`src/rtl/sram_obi_arbiter_if.sv`:
```
// Bus bundle for the SRAM OBI arbiter: instruction port, data port,
// shared SRAM port and the protocol error flag.
interface sram_obi_arbiter_if;
  // Instruction port (read-only)
  logic        i_req_i;
  logic        i_gnt_o;
  logic [31:0] i_addr_i;
  logic        i_rvalid_o;
  logic [31:0] i_rdata_o;
  // Data port
  logic        d_req_i;
  logic        d_gnt_o;
  logic [31:0] d_addr_i;
  logic        d_we_i;
  logic [3:0]  d_be_i;
  logic [31:0] d_wdata_i;
  logic        d_rvalid_o;
  logic [31:0] d_rdata_o;
  // Shared single-port SRAM
  logic        sram_req_o;
  logic        sram_gnt_i;
  logic [31:0] sram_addr_o;
  logic        sram_we_o;
  logic [3:0]  sram_be_o;
  logic [31:0] sram_wdata_o;
  logic        sram_rvalid_i;
  logic [31:0] sram_rdata_i;
  // Unexpected-response flag
  logic        protocol_err_o;

  // Arbiter side
  modport slave (
    input  i_req_i, i_addr_i,
    input  d_req_i, d_addr_i, d_we_i, d_be_i, d_wdata_i,
    input  sram_gnt_i, sram_rvalid_i, sram_rdata_i,
    output i_gnt_o, i_rvalid_o, i_rdata_o,
    output d_gnt_o, d_rvalid_o, d_rdata_o,
    output sram_req_o, sram_addr_o, sram_we_o, sram_be_o, sram_wdata_o,
    output protocol_err_o
  );

  // Requester / SRAM-model side
  modport master (
    output i_req_i, i_addr_i,
    output d_req_i, d_addr_i, d_we_i, d_be_i, d_wdata_i,
    output sram_gnt_i, sram_rvalid_i, sram_rdata_i,
    input  i_gnt_o, i_rvalid_o, i_rdata_o,
    input  d_gnt_o, d_rvalid_o, d_rdata_o,
    input  sram_req_o, sram_addr_o, sram_we_o, sram_be_o, sram_wdata_o,
    input  protocol_err_o
  );
endinterface

```
`src/rtl/sram_obi_arbiter.sv`:
```
// Two-port OBI arbiter in front of a single-port SRAM. The data port has
// priority; the instruction port wins once it has lost STARVE_LIMIT data
// handshakes in a row. An ordered ID FIFO routes in-order SRAM responses
// back to the port that issued each transaction.
module sram_obi_arbiter #(
  parameter int unsigned OSTD_DEPTH   = 2,
  parameter int unsigned STARVE_LIMIT = 4
) (
  input  logic                clk_i,
  input  logic                rst_i,
  sram_obi_arbiter_if.slave   bus
);

  localparam int unsigned PW = (OSTD_DEPTH > 1) ? $clog2(OSTD_DEPTH) : 1;
  localparam int unsigned CW = PW + 1;
  localparam logic [CW-1:0] DEPTH_C = CW'(OSTD_DEPTH);
  localparam logic [3:0]    LIMIT_C = 4'(STARVE_LIMIT);

  logic [OSTD_DEPTH-1:0] id_q, id_d;
  logic [PW-1:0]         wr_ptr_q, wr_ptr_d;
  logic [PW-1:0]         rd_ptr_q, rd_ptr_d;
  logic [CW-1:0]         count_q, count_d;
  logic [3:0]            starve_q, starve_d;
  logic                  perr_q, perr_d;

  logic full, empty, instr_win, req, hs, pop, head_id;

  // Arbitration and request mux; full is taken from the registered count so
  // a response never feeds back into the grant path in the same cycle.
  always_comb begin
    full      = (count_q == DEPTH_C);
    instr_win = bus.i_req_i & (~bus.d_req_i | (starve_q == LIMIT_C));
    req       = (bus.i_req_i | bus.d_req_i) & ~full & ~rst_i;
    hs        = req & bus.sram_gnt_i;
    bus.sram_req_o = req;
    bus.i_gnt_o    = hs & instr_win;
    bus.d_gnt_o    = hs & ~instr_win;
    if (instr_win) begin
      bus.sram_addr_o  = bus.i_addr_i;
      bus.sram_we_o    = 1'b0;
      bus.sram_be_o    = 4'hF;
      bus.sram_wdata_o = 32'h0000_0000;
    end else begin
      bus.sram_addr_o  = bus.d_addr_i;
      bus.sram_we_o    = bus.d_we_i;
      bus.sram_be_o    = bus.d_be_i;
      bus.sram_wdata_o = bus.d_wdata_i;
    end
  end

  // Zero-latency response routing by the ID at the head of the FIFO.
  always_comb begin
    empty   = (count_q == {CW{1'b0}});
    head_id = id_q[rd_ptr_q];
    pop     = bus.sram_rvalid_i & ~empty & ~rst_i;
    bus.i_rvalid_o = pop & ~head_id;
    bus.d_rvalid_o = pop & head_id;
    if (bus.i_rvalid_o) begin
      bus.i_rdata_o = bus.sram_rdata_i;
    end else begin
      bus.i_rdata_o = 32'h0000_0000;
    end
    if (bus.d_rvalid_o) begin
      bus.d_rdata_o = bus.sram_rdata_i;
    end else begin
      bus.d_rdata_o = 32'h0000_0000;
    end
  end

  assign bus.protocol_err_o = perr_q;

  // Next-state: ID FIFO push/pop, starvation counter, error pulse.
  always_comb begin
    id_d     = id_q;
    wr_ptr_d = wr_ptr_q;
    rd_ptr_d = rd_ptr_q;
    count_d  = count_q;
    starve_d = starve_q;
    perr_d   = bus.sram_rvalid_i & empty;

    if (hs) begin
      id_d[wr_ptr_q] = ~instr_win;
      wr_ptr_d       = wr_ptr_q + PW'(1);
    end else begin
      wr_ptr_d = wr_ptr_q;
    end

    if (pop) begin
      rd_ptr_d = rd_ptr_q + PW'(1);
    end else begin
      rd_ptr_d = rd_ptr_q;
    end

    case ({hs, pop})
      2'b10:   count_d = count_q + CW'(1);
      2'b01:   count_d = count_q - CW'(1);
      default: count_d = count_q;
    endcase

    if (!bus.i_req_i) begin
      starve_d = 4'd0;
    end else if (hs && instr_win) begin
      starve_d = 4'd0;
    end else if (hs && (starve_q != LIMIT_C)) begin
      starve_d = starve_q + 4'd1;
    end else begin
      starve_d = starve_q;
    end
  end

  // State registers with synchronous reset; reset abandons anything in flight.
  always_ff @(posedge clk_i) begin
    if (rst_i) begin
      id_q     <= {OSTD_DEPTH{1'b0}};
      wr_ptr_q <= {PW{1'b0}};
      rd_ptr_q <= {PW{1'b0}};
      count_q  <= {CW{1'b0}};
      starve_q <= 4'd0;
      perr_q   <= 1'b0;
    end else begin
      id_q     <= id_d;
      wr_ptr_q <= wr_ptr_d;
      rd_ptr_q <= rd_ptr_d;
      count_q  <= count_d;
      starve_q <= starve_d;
      perr_q   <= perr_d;
    end
  end

endmodule

```
`src/flat_wrapper.sv`:
```
// flat-port wrapper written by rule: the top's interface ports become plain ports
module sram_obi_arbiter_flat 
#(
  parameter int unsigned OSTD_DEPTH   = 2,
  parameter int unsigned STARVE_LIMIT = 4
)
  (clk_i, rst_i, bus_i_req_i, bus_i_addr_i, bus_d_req_i, bus_d_addr_i, bus_d_we_i, bus_d_be_i, bus_d_wdata_i, bus_sram_gnt_i, bus_sram_rvalid_i, bus_sram_rdata_i, bus_i_gnt_o, bus_i_rvalid_o, bus_i_rdata_o, bus_d_gnt_o, bus_d_rvalid_o, bus_d_rdata_o, bus_sram_req_o, bus_sram_addr_o, bus_sram_we_o, bus_sram_be_o, bus_sram_wdata_o, bus_protocol_err_o);
  sram_obi_arbiter_if bus_i ();
  input  logic clk_i;
  input  logic rst_i;
  input wire logic [$bits(bus_i.i_req_i)-1:0] bus_i_req_i;
  input wire logic [$bits(bus_i.i_addr_i)-1:0] bus_i_addr_i;
  input wire logic [$bits(bus_i.d_req_i)-1:0] bus_d_req_i;
  input wire logic [$bits(bus_i.d_addr_i)-1:0] bus_d_addr_i;
  input wire logic [$bits(bus_i.d_we_i)-1:0] bus_d_we_i;
  input wire logic [$bits(bus_i.d_be_i)-1:0] bus_d_be_i;
  input wire logic [$bits(bus_i.d_wdata_i)-1:0] bus_d_wdata_i;
  input wire logic [$bits(bus_i.sram_gnt_i)-1:0] bus_sram_gnt_i;
  input wire logic [$bits(bus_i.sram_rvalid_i)-1:0] bus_sram_rvalid_i;
  input wire logic [$bits(bus_i.sram_rdata_i)-1:0] bus_sram_rdata_i;
  output wire logic [$bits(bus_i.i_gnt_o)-1:0] bus_i_gnt_o;
  output wire logic [$bits(bus_i.i_rvalid_o)-1:0] bus_i_rvalid_o;
  output wire logic [$bits(bus_i.i_rdata_o)-1:0] bus_i_rdata_o;
  output wire logic [$bits(bus_i.d_gnt_o)-1:0] bus_d_gnt_o;
  output wire logic [$bits(bus_i.d_rvalid_o)-1:0] bus_d_rvalid_o;
  output wire logic [$bits(bus_i.d_rdata_o)-1:0] bus_d_rdata_o;
  output wire logic [$bits(bus_i.sram_req_o)-1:0] bus_sram_req_o;
  output wire logic [$bits(bus_i.sram_addr_o)-1:0] bus_sram_addr_o;
  output wire logic [$bits(bus_i.sram_we_o)-1:0] bus_sram_we_o;
  output wire logic [$bits(bus_i.sram_be_o)-1:0] bus_sram_be_o;
  output wire logic [$bits(bus_i.sram_wdata_o)-1:0] bus_sram_wdata_o;
  output wire logic [$bits(bus_i.protocol_err_o)-1:0] bus_protocol_err_o;
  assign bus_i.i_req_i = bus_i_req_i;
  assign bus_i.i_addr_i = bus_i_addr_i;
  assign bus_i.d_req_i = bus_d_req_i;
  assign bus_i.d_addr_i = bus_d_addr_i;
  assign bus_i.d_we_i = bus_d_we_i;
  assign bus_i.d_be_i = bus_d_be_i;
  assign bus_i.d_wdata_i = bus_d_wdata_i;
  assign bus_i.sram_gnt_i = bus_sram_gnt_i;
  assign bus_i.sram_rvalid_i = bus_sram_rvalid_i;
  assign bus_i.sram_rdata_i = bus_sram_rdata_i;
  assign bus_i_gnt_o = bus_i.i_gnt_o;
  assign bus_i_rvalid_o = bus_i.i_rvalid_o;
  assign bus_i_rdata_o = bus_i.i_rdata_o;
  assign bus_d_gnt_o = bus_i.d_gnt_o;
  assign bus_d_rvalid_o = bus_i.d_rvalid_o;
  assign bus_d_rdata_o = bus_i.d_rdata_o;
  assign bus_sram_req_o = bus_i.sram_req_o;
  assign bus_sram_addr_o = bus_i.sram_addr_o;
  assign bus_sram_we_o = bus_i.sram_we_o;
  assign bus_sram_be_o = bus_i.sram_be_o;
  assign bus_sram_wdata_o = bus_i.sram_wdata_o;
  assign bus_protocol_err_o = bus_i.protocol_err_o;
  sram_obi_arbiter #(.OSTD_DEPTH(OSTD_DEPTH), .STARVE_LIMIT(STARVE_LIMIT)) u_core (.clk_i(clk_i), .rst_i(rst_i), .bus(bus_i));
endmodule
```
`config.mk`:
```
export PLATFORM = sky130hd
export DESIGN_NAME = sram_obi_arbiter_flat
export DESIGN_NICKNAME = d
export VERILOG_FILES = /design/src/rtl/sram_obi_arbiter_if.sv /design/src/rtl/sram_obi_arbiter.sv /design/src/flat_wrapper.sv
export SDC_FILE = /design/constraint.sdc
export NUM_CORES = 1
export LEC_CHECK = 0
export ABC_AREA = 1
export CAP_MARGIN = 20
export CORE_AREA = 4 4 107 109
export DETAILED_ROUTE_END_ITERATION = 12
export DIE_AREA = 0 0 111 113
export PLACE_DENSITY_LB_ADDON = 0.2
export RECOVER_POWER = 50
export SYNTH_ARGS = -nofsm -noshare
export SYNTH_HDL_FRONTEND = slang
export SYNTH_SLANG_ARGS = --single-unit
```
`constraint.sdc`:
```
create_clock -name clk_i -period 1.8 [get_ports clk_i]
set_clock_uncertainty 0.05 [all_clocks]
set_input_delay 0.36 -clock clk_i [delete_from_list [all_inputs] [get_ports clk_i]]
set_output_delay 0.36 -clock clk_i [all_outputs]
set_load 0.05 [all_outputs]
```
# Yosys cells after proc, flatten, opt, wreduce, memory -nomap -nowiden

Cells that the tools add are included.

Bits in registers: 11
Word-level logic and storage cells: 57
Input bits: 139
Output and inout bits: 139

Order comparisons: 3
Multiplexer cells: 12
Bitwise operators: 20
Reduce and logical (&&, ||, !) cells: 6
Add/sub/neg operators: 5
Equal/unequal tests: 5

Operators with widths:

| operator            | count |
|---|---|
| $mux 32             | 4 |
| $and 1x1->1         | 11 |
| $not 1->1           | 7 |
| $add 4x1->4 const B | 1 |
| $eq 2x2->1 const B  | 2 |
| $eq 4x3->1 const B  | 1 |
| $lt 1x2->1 const B  | 2 |
| $mux 1              | 4 |
| $mux 4              | 1 |
| $ne 4x3->1 const B  | 1 |
| $pmux 2 s2          | 1 |
| $logic_and 1x1->1   | 3 |
| $reduce_or 3->1     | 1 |
| $add 1x1->1 const B | 2 |
| $add 2x1->2 const B | 1 |
| $bwmux 2            | 1 |
| $eq 2x1->1 const B  | 1 |
| $logic_not 2->1     | 1 |
| $or 1x1->1          | 2 |
| $reduce_bool 2->1   | 1 |
| $sub 2x1->2 const B | 1 |
| $demux 1 s1         | 1 |
| $ge 1x1->1 const B  | 1 |

# Depth between registers and ports, before layout

Depth in word-level cells: 7
Depth in mapped cells: 10
Gate-level depth less buffers: 10

# Worst setup path after synthesis

OpenSTA, ideal clock, no wires.

Path type: input to output
From: in rst_i
To: out bus_d_rdata_o[0]
Required time: 1.390 ns
Path buffers: 0
Setup slack: -0.599 ns
Data arrival time: 1.989 ns
Stages: 7
Path through: inv_2 > nand2_4 > a21oi_4 > inv_2 > nor2_2 > inv_2 > nor2_1

Cells in the longest elaborated chain, start to end: 4

RTL lines:

| item                     | line                   | source |
|---|---|---|
| start, declared          | flat_wrapper.sv:10     | `input logic rst_i;` |
| $not 1->1                | sram_obi_arbiter.sv:55 | `pop = bus.sram_rvalid_i & ~empty & ~rst_i;` |
| $and 1x1->1              | sram_obi_arbiter.sv:55 |  |
| named net u_core.pop     | sram_obi_arbiter.sv:26 | `logic full, empty, instr_win, req, hs, pop, head_id;` |
| $and 1x1->1              | sram_obi_arbiter.sv:57 | `bus.d_rvalid_o = pop & head_id;` |
| named net bus_d_rvalid_o | flat_wrapper.sv:25     | `output wire logic [$bits(bus_i.d_rvalid_o)-1:0] bus_d_rvalid_o;` |
| $mux 32                  | sram_obi_arbiter.sv:63 | `if (bus.d_rvalid_o) begin` |
| end, declared            | flat_wrapper.sv:26     | `output wire logic [$bits(bus_i.d_rdata_o)-1:0] bus_d_rdata_o;` |

The timed path passes the listed nets, and every way through them passes these cells.

# Final worst setup path

From: reg u_core.starve_q[1]
To: out bus_sram_wdata_o[6]

Cells in the longest elaborated chain, start to end: 4

RTL lines:

| item                   | line                    | source |
|---|---|---|
| start, declared        | sram_obi_arbiter.sv:23  | `logic [3:0] starve_q, starve_d;` |
| start signal, assigned | sram_obi_arbiter.sv:125 | `starve_q <= starve_d;` |
| $eq 4x3->1             | sram_obi_arbiter.sv:32  | `instr_win = bus.i_req_i & (~bus.d_req_i \| (starve_q == LIMIT_C));` |
| $or 1x1->1             | sram_obi_arbiter.sv:32  |  |
| $and 1x1->1            | sram_obi_arbiter.sv:32  |  |
| $mux 32                | sram_obi_arbiter.sv:38  | `if (instr_win) begin` |
| end, declared          | flat_wrapper.sv:31      | `output wire logic [$bits(bus_i.sram_wdata_o)-1:0] bus_sram_wdata_o;` |

No other way between the ends.

==> results.txt <==
Hold Path Depth -> 3
RSZ-0062 raised after global routing -> yes
critical path's top delay family -> buffers and inverters
Setup crit end kind -> output pin
max cap viols -> 0
Clk Latency, worst-skew pair -> 0.24 ns
largest net degree at the start of global routing -> 17
CTS H-tree lvls -> 1
Total GRT Usage -> 20.5%
Post-Route WL -> 13.3 mm
worst setup margin -> -0.316 ns
Bufs on Longest Clock Path -> 2
Final Cycle Share -> 118%
# diodes -> 0
Power Total -> 2.66 mW
dominant cell type by area after synthesis -> nand2_1
mean post-synth cell area -> 4.97 sq um
Die Y-Extent -> 113 microns
routability cong. -> 0.827
R2R depth -> 11
clock sink total -> 11
Critical Path Start Type -> flip-flop
Net count, final -> 843
max-slew violations -> 0
Syn Std Cell Area -> 1810 sq um
Hold Vio Cnt, Final -> 0
DRC viols -> 0
critical path class -> flip-flop to output pin
post-layout minimum cycle time -> 2.12 ns
synth warn -> 0
CP required -> 1.39 ns
DIE AREA -> 12500 sq um
synth-to-layout area growth -> 340%
worst path bufs/invs -> 6
critical-path cell list -> inv_2 > ha_4 > nand3_4 > a21oi_4 > buf_12 > buf_8 > buf_12 > buf_6 > nor2_4 > buf_8
Final Core Density -> 75.0%
Chip Width -> 111 microns
synthesized flop and latch total -> 11
Via density -> 4.24
violated checks -> setup timing
share of layout cells above drive strength 1 -> 59.3%
first-pass GRT wire length -> 20.8 mm
final setup vio count -> 137
Cell Rows -> 38
IO Pins -> 278
worst hold path type -> input port to flip-flop
status -> complete, but fails checks
Syn Inst Count -> 364
Leakage -> 3.55 nW
vias post-DR -> 3558
peak supply drop -> 235 uV
WL/cell -> 15.9 microns
CTS tree -> yes
Initial DRC Count -> 87
register area share after synthesis -> 12.2%
Synth cell types -> 22
R2R Path End -> u_core.starve_q[3]$_SDFFE_PP0P_
dpl hpwl -> 10.5 mm
post-synth top area share -> 23.3%
actual slew at the worst max-slew pin -> 0.617 ns
Clock Pin Slew Worst Setup and Hold Paths -> 0.05 ns
vias in the first global route -> 3908
post-route design area -> 7950 sq um
antenna viol nets, final -> 0
max incr delay on CP -> 0.32 ns
worst r2r src -> u_core.starve_q[1]$_SDFFE_PP0P_
CP max-delay cell -> dfxtp_2
worst-path maximum fanout -> 8
syn_nets -> 506
crit path DAT -> 1.71 ns
grt ovf -> 0
placed cell areas -> 6880 sq um
flop2flop setup slack -> 0.14 ns
CTS Buf Count -> 3
initial antenna violation count -> 0
First-pass DRT Iterations -> 6
Core Area -> 10600 sq um
hold wc startpoint -> rst_i
Worst Hold End -> u_core.id_q[1]$_SDFFE_PP0P_
post-placement setup slack -> -0.526 ns
final setup TNS -> -33.99 ns
fmax -> 0.473 GHz
Area contributors post-synth -> nand2_1 23%, inv_1 16%, nor2_1 15%
IO buf count -> 277
power per cell area -> 334 nW/um^2
Starting Density -> 17.1%
Root Driver -> clkbuf_8
max_slew headroom -> 59.1%
## cell usage in the layout, fill, tap and decap left out, types with 2 or more instances in the layout
cell and n:
buf_6 22, buf_12 118, ha_4 2, nand4_1 4, nand2_8 3, inv_1 71
nand2_1 38, o21ai_0 2, dfxtp_2 5, buf_4 50, a21oi_2 2, nand2_2 14
clkbuf_8 3, nand2_4 58, clkbuf_1 2, o21ai_1 2, nor2_4 100, nor2_1 3
dfxtp_1 6, clkdlybuf4s50_1 133, inv_2 7, or2_4 4, buf_16 10, buf_8 9
nand3_1 7, a21oi_1 10
## Yosys cell counts
master and n:
nor2_4 2, nand2_1 112, inv_2 3, buf_4 3, xor2_1 1, mux2i_1 1, nand3_2 1, buf_2 10
dfxtp_1 11, nand3_1 8, o21ai_0 4, nor2_2 30, nand2_4 1, or2_2 4, nor3_1 1, nor2_1 71
buf_6 3, ha_1 3, nand4_1 4, a21oi_4 2, a21oi_1 11, inv_1 78
## power by group
part | switching [mW] | internal (mW) | total [mW]
Sequential | 0.00645 | 0.256 | 0.263
Clock | 0.0971 | 0.156 | 0.253
Combinational | 1.11 | 1.03 | 2.14
Total | 1.22 | 1.44 | 2.66
## metrics by stage
step,hold WS (ns),instances
detailed placement,0.410,808
global route,0.419,840
CTS,0.404,842
global placement,0.395,808
finish,0.411,840
floorplan,0.370,364
## timing repair
item,CTS,global route
buffers inserted,17,5
pin swaps,14,9
setup endpoints to repair,140,137
hold buffers,0,0
resized for setup,169,34
gates cloned,13,0
## cell families (layout without fill, tap and decap cells)
| logic type | after synthesis | count (layout) | share of synthesized area [%] |
|---|---|---|---|
| mux | 1 | 1 | 0.554 |
| fa+ha+maj | 3 | 3 | 2.08 |
| buf+inv | 97 | 433 | 22.7 |
| xor+xnor | 1 | 1 | 0.485 |
| compound gates | 17 | 17 | 5.95 |
| simple gates | 234 | 234 | 56.1 |
| flops | 11 | 11 | 12.2 |
## cell type report
cell class / count / area (sq um)
Clock buffer: 4 / 45.0
Fill cell: 682 / 2650
Inverter: 81 / 338
Multi-Input combinational cell: 256 / 2390
Sequential cell: 11 / 226
Tap cell: 140 / 175
Timing Repair Buffer: 347 / 4760
Timing Repair inverter: 1 / 11.3
## layer usage
layer | up-vias | share of wire (%) | global-route usage, %
li1 | 1723 | - | -
met1 | 1645 | 31 | 19.2
met2 | 172 | 58 | 42.8
met3 | 18 | 8.8 | 6.47
met4 | 0 | 2.4 | 4.84
met5 | - | 0 | 0
## worst max path at each step
stage	from	end	slack (ns)	cells after the start
floorplan	rst_i	bus_d_rdata_o[10]	-0.15	8
global placement	rst_i	bus_d_rdata_o[10]	-0.50	11
detailed placement	rst_i	bus_d_rdata_o[10]	-0.53	11
CTS	u_core.starve_q[1]$_SDFFE_PP0P_	bus_sram_addr_o[20]	-0.36	11
global route	u_core.starve_q[1]$_SDFFE_PP0P_	bus_sram_wdata_o[6]	-0.37	10
finish	u_core.starve_q[1]$_SDFFE_PP0P_	bus_sram_wdata_o[6]	-0.32	10
## flip-flops by register name (all words and copies together), names as in the netlist
signal and count:
u_core.id_q 2, u_core.rd_ptr_q 1, u_core.bus.protocol_err_o 1, u_core.wr_ptr_q 1, u_core.starve_q 4, u_core.count_q 2
## worst min-delay path: cells and delay by family
kind	cells	cell delay (ns)
buffers and inverters	2	0.26
AO/OA/AOI/OAI	1	0.04
Note: power is estimated with default switching activity, not from simulation.
==> RTL edit, RTL diff (same flow settings) <==
`OSTD_DEPTH` is set to 2 in 2 places; all go to 1.
--- a/src/rtl/sram_obi_arbiter.sv
+++ b/src/rtl/sram_obi_arbiter.sv
@@ -5,3 +5,3 @@
 module sram_obi_arbiter #(
-  parameter int unsigned OSTD_DEPTH   = 2,
+  parameter int unsigned OSTD_DEPTH   = 1,
   parameter int unsigned STARVE_LIMIT = 4
--- a/src/flat_wrapper.sv
+++ b/src/flat_wrapper.sv
@@ -3,3 +3,3 @@
 #(
-  parameter int unsigned OSTD_DEPTH   = 2,
+  parameter int unsigned OSTD_DEPTH   = 1,
   parameter int unsigned STARVE_LIMIT = 4
Behaviour: not the same (a bounded check fails within 4 cycles, from zero or initial values and one cycle with rst_i high).
==> RTL edit against the unedited design <==
Synthesized area increased by 3.9%. Wire length grew 24%. Via count grew 4.3%. Setup slack got worse by 0.11 ns. Largest cell class unchanged. Highest routed layer unchanged. Utilization increased by 7.1 points. The flow still finishes with violations (negative setup slack). Critical path type unchanged. Design area up 9.4%. Sequential share of layout area is 0.72 points lower. Synthesized cell count rose by 1.1%. Sequential cell count fell by 2. First-iteration DRC count grew 41%. Global-route usage is 5.2 points higher. Largest power group unchanged. Total power rose by 27%. Final cell count increased by 2.3%. Combinational power up 36%.
==> RTL edit: results (changes against the unedited design) <==
- Status: complete, but fails checks
- Failing checks: negative setup slack
* Drt initial violations: 123 (+41%)
- Total Nets Final: 863 (+2.4%)
- Setup WS post-layout: -0.4291 ns (-0.1132 ns)
* Sw power: 1.567 mW (+29%)
* Wire length of the first global-routing pass: 25.29 mm (+21%)
* Slowest library cell on the worst path: sky130_fd_sc_hd__dfxtp_2
- In this run the critical register-to-register path is captured at u_core.starve_q[3].
- The sequential share of the synthesized area came to 9.587% (-2.6 points).
- In the final layout, the registers with the most flip-flops are u_core.starve_q: 4 flops, u_core.count_q: 2 flops.
* Later-pin clock latency in the skew report: 0.23 ns
* Highest net fanout along the worst path: 6 (-2)
- Worst Hold Class: flop to flop
* Clock tree root driver cell: sky130_fd_sc_hd__clkbuf_8
- Worst supply voltage drop on vdd: 0.3065 mV (+31%)
- Async SR Flop Fraction: 0% (unchanged)
- Wire length per cell: 19.32 um (+22%)
- The global-route usage over all layers came to 25.72% (+5.2 points).
- Residual DRC count: 0 (unchanged)
- Critical Path Max Stage Delay: 0.33 ns
- The worst slack at placement was -0.5013 ns (+0.02483 ns).
- Main flop type after synthesis: sky130_fd_sc_hd__dfxtp_1
- The relative slew slack is 60.80% (+1.7 points).
- Port buffer count: 277 (unchanged)
* Commonest cells in the synthesized netlist: sky130_fd_sc_hd__nand2_1, sky130_fd_sc_hd__inv_1, sky130_fd_sc_hd__nor2_1
* Gate count after technology mapping: 368 (+1.1%)
- P_leak: 3.927 nW (+11%)
- Post-detailed-routing wire length: 16.60 mm (+24%)
- The depth of the worst register-to-register path is 16 (+5).
- Routed vias: 3711 (+4.3%)
- The number of antenna violations at the first check in global routing came to 1 (+1).
- Signal arrival time at the worst endpoint: 1.82 ns (+0.11 ns)
* 1st-pass router iterations: 4 (-2)
* Number of resized instances in the post-cts repair step: 182 (+7.7%)
* Number of levels in the clock H-tree: 1 (unchanged)
- Final setup fails: 141 (+2.9%)
* Number of buffers created by CTS: 3 (unchanged)
* Leading cell types by total area after synthesis: sky130_fd_sc_hd__nand2_1, sky130_fd_sc_hd__inv_1, sky130_fd_sc_hd__nor2_1
- The worst setup path is of the flop to output port kind.
- The number of warnings printed during yosys synthesis was 0 (unchanged).
- DP Area: 7233 sq um (+5.2%)
- Remaining global-route overflow: 0 (unchanged)
- Routability cong.: 0.8813 (+6.6%)
* Share of cells above drive strength 1: 63.09% (+3.8 points)
* Largest net degree at the start of global routing: 10 (-7)
- The total negative slack for setup checks came to -43.03 ns (-9.042 ns).
- Net count after synthesis: 512 (+1.2%)
- Max Buffers Root-to-Sink: 2 (unchanged)
- Via count of the first global-routing pass: 4203 (+7.5%)
* Reg2reg start: u_core.starve_q[0]
- R2r setup slk: -0.38 ns (-0.52 ns)
* Detailed placer's ending HPWL: 11.57 mm (+10%)
- Placed Instances: 801 (-0.87%)
* Post-CTS setup buffer count: 31 (+14)
- CP Capture Point: bus_sram_wdata_o[3]
* Kind of cell adding the most delay to the critical path: buffers and inverters
- Distinct cell type count after synthesis: 24 (+9.1%)
* Worst-path clk slew: 0.05 ns (about the same)
==> RTL edit: power by group through the flow <==
stage / clock (mW) / sequential (mW) / combinational (mW)
2_1_floorplan: 0 / 0.241 / 1.22
3_3_place_gp: 0 / 0.230 / 2.41
3_5_place_dp: 0 / 0.231 / 2.45
4_1_cts: 0.243 / 0.229 / 2.86
5_1_grt: 0.254 / 0.237 / 3.02
6_report: 0.239 / 0.235 / 2.92
==> RTL edit: worst min-delay path by stage <==
stage | depth (start not counted) | slack, ns | from | to
detailed placement | 2 | 0.42 | u_core.wr_ptr_q | u_core.wr_ptr_q
CTS | 2 | 0.42 | u_core.wr_ptr_q | u_core.wr_ptr_q
global route | 2 | 0.50 | u_core.wr_ptr_q | u_core.wr_ptr_q
floorplan | 2 | 0.39 | u_core.wr_ptr_q | u_core.wr_ptr_q
global placement | 2 | 0.40 | u_core.wr_ptr_q | u_core.wr_ptr_q
finish | 2 | 0.46 | u_core.wr_ptr_q | u_core.wr_ptr_q
==> RTL edit: cell families after synthesis <==
family                     Yosys count  share of synthesized area (%)
AOI/OAI and AO/OA                    6                          1.597
xor gates and xnor gates             3                          1.398
adders and majority gates            5                          3.329
buffers and inverters              105                          24.57
DFF                                  9                          9.587
and+or+nand+nor                    240                          59.52
==> RTL edit: layout make-up <==
class	instances	area (sq um)
Clock buffer	4	45.04
Timing Repair Buffer	363	5341
Fill cell	576	1898
Tap cell	140	175.2
Sequential cell	9	185.2
Antenna cell	1	2.502
Inverter	87	344.1
Multi-Input combinational cell	255	2611
==> RTL edit: per-layer routing <==
metal  track usage [%]  wire length, um
met4             8.703              680
met3             8.663             1452
met2             52.43             9466
met1             23.52             4997
met5                 0                0
